## src/rtl/calc_defs.sv

```systemverilog
// Shared definitions for the calculator sequencer: opcodes, FSM states,
// pending-operator encoding and default datapath width.
package calc_defs;

  localparam int DEF_WIDTH = 16;

  localparam logic [1:0] OP_ADD = 2'b00;
  localparam logic [1:0] OP_MUL = 2'b01;
  localparam logic [1:0] OP_SUB = 2'b10;

  typedef enum logic [1:0] {ST_ENTRY, ST_OPWAIT, ST_RESULT, ST_MUL} state_t;

  // PD_NONE means no operator is waiting for its second operand
  typedef enum logic [1:0] {PD_NONE, PD_ADD, PD_MUL, PD_SUB} pend_t;

  function automatic pend_t op2pend(input logic [1:0] op);
    case (op)
      OP_MUL:  return PD_MUL;
      OP_SUB:  return PD_SUB;
      default: return PD_ADD;
    endcase
  endfunction

endpackage

```

## src/rtl/calc_mult_seq.sv

```systemverilog
// Iterative shift-add multiplier: one multiplier bit per cycle, the first bit
// consumed on the start edge, done after WIDTH cycles; abort cancels a run.
module calc_mult_seq
  import calc_defs::*;
#(
  parameter int WIDTH = DEF_WIDTH
) (
  input  logic               clock,
  input  logic               reset,
  input  logic               start,
  input  logic               abort,
  input  logic [WIDTH-1:0]   a,
  input  logic [WIDTH-1:0]   b,
  output logic               done,
  output logic [2*WIDTH-1:0] product
);

  localparam int CW = $clog2(WIDTH + 1);
  localparam logic [CW-1:0] LAST = CW'(WIDTH);

  logic              active;
  logic [CW-1:0]     cnt;
  logic [2*WIDTH-1:0] mcand;
  logic [WIDTH-1:0]  mplier;

  assign done = active && (cnt == LAST);

  always_ff @(posedge clock or posedge reset) begin
    if (reset) begin
      active <= 1'b0;
      cnt    <= '0;
    end else if (abort) begin
      active <= 1'b0;
      cnt    <= '0;
    end else if (start) begin
      active <= 1'b1;
      cnt    <= CW'(1);
    end else if (done) begin
      active <= 1'b0;
    end else if (active) begin
      cnt <= cnt + CW'(1);
    end
  end

  // Operand/product registers carry no reset; they are only read on done
  always_ff @(posedge clock) begin
    if (start && !abort) begin
      mcand   <= {{WIDTH{1'b0}}, a} << 1;
      mplier  <= b >> 1;
      product <= b[0] ? {{WIDTH{1'b0}}, a} : '0;
    end else if (active && !done) begin
      if (mplier[0]) product <= product + mcand;
      mcand  <= mcand << 1;
      mplier <= mplier >> 1;
    end
  end

endmodule

```

## src/rtl/calc_sequencer.sv

```systemverilog
// Calculator sequencer: entry register, accumulator and pending operator,
// evaluated left-to-right. Define CALC_OVERFLOW_EN for the sticky ovf flag.
module calc_sequencer
  import calc_defs::*;
#(
  parameter int WIDTH  = DEF_WIDTH,
  parameter int DIGITS = WIDTH / 4
) (
  input  logic             clock,
  input  logic             reset,
  input  logic             newhex,
  input  logic [3:0]       hexcode,
  input  logic             newop,
  input  logic [1:0]       opcode,
  input  logic             eq,
  input  logic             BS,
  input  logic             CA,
  input  logic             CE,
  output logic [WIDTH-1:0] display,
  output logic             busy,
  output logic             ovf
);

  localparam int NW = $clog2(DIGITS + 1);
  localparam logic [NW-1:0] MAXCNT = NW'(DIGITS);

  state_t           state, n_state;
  pend_t            pend, n_pend;
  logic [WIDTH-1:0] entry, n_entry;
  logic [WIDTH-1:0] acc, n_acc;
  logic [NW-1:0]    count, n_count;
  logic             mul_to_eq, n_mul_to_eq;
  logic             do_eval;
  logic             mul_start;
  logic             mul_done;
  logic [WIDTH-1:0] opnd;
  logic [2*WIDTH-1:0] mul_prod;

  function automatic logic [WIDTH-1:0] alu(input pend_t p, input logic [WIDTH-1:0] x,
                                           input logic [WIDTH-1:0] y);
    return (p == PD_SUB) ? x - y : x + y;
  endfunction

  // After an operator the second operand defaults to the accumulator itself
  assign opnd = (state == ST_OPWAIT) ? acc : entry;

  calc_mult_seq #(.WIDTH(WIDTH)) u_mult (
    .clock   (clock),
    .reset   (reset),
    .start   (mul_start),
    .abort   (CA),
    .a       (acc),
    .b       (opnd),
    .done    (mul_done),
    .product (mul_prod)
  );

  always_comb begin
    n_state     = state;
    n_pend      = pend;
    n_entry     = entry;
    n_acc       = acc;
    n_count     = count;
    n_mul_to_eq = mul_to_eq;
    do_eval     = 1'b0;
    mul_start   = 1'b0;

    case (state)
      ST_ENTRY: begin
        if (CE) begin
          n_entry = '0;
          n_count = '0;
        end else if (BS) begin
          if (count != '0) begin
            n_entry = entry >> 4;
            n_count = count - NW'(1);
          end
        end else if (eq || newop) begin
          do_eval = 1'b1;
        end else if (newhex && count != MAXCNT) begin
          n_entry = {entry[WIDTH-5:0], hexcode};
          n_count = count + NW'(1);
        end
      end
      ST_OPWAIT: begin
        if (!(CE || BS)) begin
          if (eq) begin
            do_eval = 1'b1;
          end else if (newop) begin
            n_pend = op2pend(opcode);
          end else if (newhex) begin
            n_entry = {{(WIDTH-4){1'b0}}, hexcode};
            n_count = NW'(1);
            n_state = ST_ENTRY;
          end
        end
      end
      ST_RESULT: begin
        if (!(CE || BS || eq)) begin
          if (newop) begin
            n_pend  = op2pend(opcode);
            n_state = ST_OPWAIT;
          end else if (newhex) begin
            n_pend  = PD_NONE;
            n_entry = {{(WIDTH-4){1'b0}}, hexcode};
            n_count = NW'(1);
            n_state = ST_ENTRY;
          end
        end
      end
      default: begin
        if (mul_done) begin
          n_acc   = mul_prod[WIDTH-1:0];
          n_state = mul_to_eq ? ST_RESULT : ST_OPWAIT;
        end
      end
    endcase

    if (do_eval) begin
      if (pend == PD_MUL) begin
        mul_start   = 1'b1;
        n_mul_to_eq = eq;
        n_state     = ST_MUL;
      end else begin
        n_acc   = (pend == PD_NONE) ? opnd : alu(pend, acc, opnd);
        n_state = eq ? ST_RESULT : ST_OPWAIT;
      end
      n_pend = eq ? PD_NONE : op2pend(opcode);
    end

    if (CA) begin
      n_state     = ST_ENTRY;
      n_pend      = PD_NONE;
      n_entry     = '0;
      n_acc       = '0;
      n_count     = '0;
      n_mul_to_eq = 1'b0;
      mul_start   = 1'b0;
    end
  end

  always_ff @(posedge clock or posedge reset) begin
    if (reset) begin
      state     <= ST_ENTRY;
      pend      <= PD_NONE;
      entry     <= '0;
      acc       <= '0;
      count     <= '0;
      mul_to_eq <= 1'b0;
      display   <= '0;
      busy      <= 1'b0;
    end else begin
      state     <= n_state;
      pend      <= n_pend;
      entry     <= n_entry;
      acc       <= n_acc;
      count     <= n_count;
      mul_to_eq <= n_mul_to_eq;
      display   <= (n_state == ST_ENTRY) ? n_entry : n_acc;
      busy      <= (n_state == ST_MUL);
    end
  end

`ifdef CALC_OVERFLOW_EN
  logic ovf_set;

  function automatic logic alu_ovf(input pend_t p, input logic [WIDTH-1:0] x,
                                   input logic [WIDTH-1:0] y);
    return (p == PD_SUB) ? (x < y) : ((x + y) < x);
  endfunction

  always_comb begin
    ovf_set = 1'b0;
    if (do_eval && (pend == PD_ADD || pend == PD_SUB))
      ovf_set = alu_ovf(pend, acc, opnd);
    if (state == ST_MUL && mul_done)
      ovf_set = |mul_prod[2*WIDTH-1:WIDTH];
  end

  always_ff @(posedge clock or posedge reset) begin
    if (reset)        ovf <= 1'b0;
    else if (CA)      ovf <= 1'b0;
    else if (ovf_set) ovf <= 1'b1;
  end
`else
  logic unused_prod_hi;
  assign unused_prod_hi = ^mul_prod[2*WIDTH-1:WIDTH];
  assign ovf = 1'b0;
`endif

endmodule

```

## config.mk

```make
export PLATFORM = sky130hd
export DESIGN_NAME = calc_sequencer
export DESIGN_NICKNAME = d
export VERILOG_FILES = /design/src/rtl/calc_defs.sv /design/src/rtl/calc_mult_seq.sv /design/src/rtl/calc_sequencer.sv
export SDC_FILE = /design/constraint.sdc
export NUM_CORES = 1
export LEC_CHECK = 0
export ABC_AREA = 1
export BUFFER_PORTS_ARGS = -buffer_cell sky130_fd_sc_hd__buf_4
export CAP_MARGIN = 30
export CORE_AREA = 2 2 110 134
export DETAILED_ROUTE_END_ITERATION = 8
export DIE_AREA = 0 0 112 136
export PLACE_DENSITY_LB_ADDON = 0.05
export SYNTH_ARGS = -nofsm -noshare
export SYNTH_HDL_FRONTEND = slang
export SYNTH_SLANG_ARGS = --single-unit
```

## constraint.sdc

```tcl
create_clock -name clock -period 3.2 [get_ports clock]
set_clock_uncertainty 0.2 [all_clocks]
set_input_delay 0 -clock clock [delete_from_list [all_inputs] [get_ports clock]]
set_output_delay 0 -clock clock [all_outputs]
set_load 0.02 [all_outputs]
```

==> results.tsv <==
stage	metric	value	unit
timing	setup ws final	-0.3084	ns
timing	Final setup viols	19	
floorplanning	DIE WIDTH	112	um
timing	Max-Slew Margin vs Limit	0.5019	
detailed_routing	Routed WL	24.50	mm
timing	Tcrit/Tclk final	1.096	
clock_tree	Reg clk slew, reported paths	0.08	ns
setup_path	Crit Path Category	reg -> reg	
detailed_routing	post-DR vias/cell	5.677	
grt	all-layer global routing usage	0.3174	
floorplanning	Initial Utilization	0.5558	
timing	worst-margin pin slew	0.7393	ns
setup_path	WP buf/inv	6	
grt	first-pass GRT wire length	37.81	mm
place	placed cell count	1348	
final_layout	Non-Filler Instances	1404	
yosys	post-synth top area share	0.2018	
timing	RSZ-0062 raised after global routing	yes	
floorplanning	Die ar.	15230	sq um
detailed_routing	# DRC	0	
power	Pwr Density	691.3	nW/um^2
detailed_routing	drt wl/cell	17.45	um
grt	grt ovf	0	
setup_path	Crit-path slowest cell	dfrtp_1	
clock_tree	CTS H-tree lvls	3	
place	IO buf count	30	
timing	Period minus WS final	3.508	ns
grt	number of global-route vias before repair	7421	
setup_path	Worst R2R Start	state[1]	
setup_path	CP Launch Type	register	
floorplanning	# IOs	32	
yosys	Seq cells post-synth	109	
clock_tree	CTS tree	done	
floorplanning	floorplan row count	48	
detailed_routing	initial drt markers	700	
detailed_routing	Detail Route Antenna Nets	0	
setup_path	cell repeated most along the worst path	nand2_2	
final_layout	fraction of layout cells with a size suffix above 1	0.2742	
final_layout	Nets	1278	
setup_path	critical path peak fanout	8	
final_layout	Syn-to-layout area delta	30.34	%
min_path	Worst Hold Class	in -> reg	
yosys	syn_nets	1109	
clock_tree	Num CTS Buffers	9	
power	IR drop worst, VDD	0.0004287	V
yosys	average size of a mapped cell	7.404	sq um
min_path	Worst Hold Launch	hexcode[2]	
timing	Final Max Slew Viols	0	
setup_path	slowest stage delay, CP	0.39	ns
detailed_routing	DR vias	7970	
clock_tree	clk root buf	clkbuf_16	
setup_path	crit path capture type	register	
setup_path	Worst Path Arrival	3.60	ns
setup_path	cell family with most CP delay	simple AND/OR/NAND/NOR gates	
flow_run	Max-Cap Viols	0	
final_layout	cell area after layout	10180	sq um
setup_path	WP data required	3.29	ns
grt	initial antenna violation count	0	
place	DP Wirelength	18.31	mm
outcome	failing checks	negative setup slack	
clock_tree	Num Clock Sinks	109	
yosys	yosys warns	0	
floorplanning	Die Ht	136	um
place	Cell Area, Placed	9034	sq um
final_layout	ANT cells	0	
timing	number of failing hold endpoints at the final stage	0	
power	Leak	0.004979	uW
yosys	synth unique cells	49	
grt	largest net degree at the start of global routing	37	
place	Place WS	-0.4711	ns
timing	Setup TNS	-2.927	ns
clock_tree	clock latency on the worst-skew pair	0.36	ns
outcome	status	finished, violations left	
place	GP Congestion	1.014	
yosys	top area cells in the synthesized netlist	dfrtp_1, edfxtp_1, nand2_1, ha_1, o21ai_0	
yosys	Mapped Cells	1055	
timing	FMAX	0.2850	GHz
yosys	Seq/Total Area, Yosys	0.3787	
clock_tree	CTS Buffer Depth	2	
yosys	area leader, netlist	dfrtp_1	
setup_path	crit path launch	state[1]	
yosys	cell area after synthesis	7811	sq um
detailed_routing	DRT Pass-1 Iters	6	
floorplanning	Core ar.	14050	sq um
-- metrics by stage --
step | power, uW | util | hold WS, ns
final | 7039 | 0.7244 | 0.04109
after global routing | 7407 | 0.7244 | 0.09655
after CTS | 6357 | 0.6935 | 0.02761
after detailed placement | 4875 | 0.6428 | -0.09607
after global placement | 4883 | 0.6428 | -0.1094
after floorplan | 3559 | - | -0.01841
-- metal layers --
metal	routed length, um	GRT usage	vias to the layer above	part of all wire
met5	0	0	-	0
met4	744	0.09485	0	0.030
met3	1635	0.05439	70	0.067
met2	11730	0.5343	329	0.48
met1	10390	0.4237	3718	0.42
li1	-	-	3853	-
-- final timing paths --
path                                          end  slack (ns)  cells past startpoint
worst max-delay path                  display[14]       -0.31                     25
worst min-delay path                     entry[2]        0.04                      7
worst max register to register        display[14]       -0.31                     25
worst min register to register  u_mult.mplier[13]        0.34                      2
max in group asynchronous                entry[2]        1.81                      4
min in group asynchronous              display[8]        0.07                      3
-- tightest hold or removal path, cell delays in order --
cell      delay [ns]
buf_4           0.09
nand2_1         0.05
nand2_1         0.05
nand2_1         0.05
o211ai_1        0.11
nand3_1         0.13
inv_1           0.08
-- cells in the final DEF (no fill, tap or decap), drive strengths merged, types with 3 or more instances in the layout --
| cell | n |
|---|---|
| a21o | 3 |
| buf | 180 |
| fa | 3 |
| a41oi | 8 |
| nand4 | 16 |
| inv | 126 |
| ha | 37 |
| o21ai | 112 |
| nand3 | 58 |
| edfxtp | 46 |
| clkbuf | 10 |
| xor2 | 19 |
| dfrtp | 63 |
| o211ai | 15 |
| o21bai | 3 |
| clkinv | 3 |
| nor3 | 5 |
| dlygate4sd3 | 14 |
| a21oi | 69 |
| o22ai | 11 |
| nor2 | 72 |
| xnor2 | 8 |
| o31ai | 3 |
| nand2 | 325 |
-- logic make-up (layout without fill, tap and decap cells) --
group / Yosys count / after routing / share of synthesized area
AND/OR/NAND/NOR: 479 / 479 / 0.2593
AO/OA/AOI/OAI: 238 / 238 / 0.1772
buffers and inverters: 161 / 335 / 0.08714
flip-flops: 109 / 109 / 0.3787
adder cells (fa/ha/maj): 40 / 40 / 0.06695
XOR/XNOR: 27 / 27 / 0.03027
other: 1 / 1 / 0.0004801
-- layout make-up --
cell class,count,area (sq um)
tap,175,219.0
clock buffer,10,229.0
fill,1132,3872
inverter,124,478.0
sequential,109,2958
clock inverter,6,70.07
multi-input combinational,785,4651
timing repair buffer,194,1570
timing repair inverter,1,6.256
-- cell usage after synthesis (all sizes together) --
library cell  count
nand2           325
inv             122
o21ai           112
nor2             72
a21oi            69
dfrtp            63
nand3            58
edfxtp           46
ha               37
buf              20
xor2             19
clkbuf           17
nand4            16
o211ai           15
o22ai            11
a41oi             8
xnor2             8
nor3              5
a21o              3
fa                3
o21bai            3
o31ai             3
a211oi            2
a21boi            2
clkinv            2
o2111ai           2
o21a              2
o2bb2ai           2
or2               2
a2111oi           1
a211o             1
a22oi             1
a31oi             1
conb              1
nand3b            1
-- registers in the layout, indices dropped and copies added, names as in the netlist --
register / flops
acc: 16
busy: 1
count: 3
display: 16
entry: 16
mul_to_eq: 1
pend: 2
state: 2
u_mult.active: 1
u_mult.cnt: 5
u_mult.mcand: 15
u_mult.mplier: 15
u_mult.product: 16
-- report_power, final --
group          internal (uW)  switching (uW)
sequential              1570            78.0
clock                    615             523
combinational           1870            2380
-- what timing repair did --
action	CTS	global route
buffers inserted	11	14
gates resized for setup	68	84
setup endpoints to repair	26	28
endpoints found under the hold margin	56	0
cloned	0	1
hold buffers	14	0
pin swaps	19	65
Power figures use the tool's default switching activity.
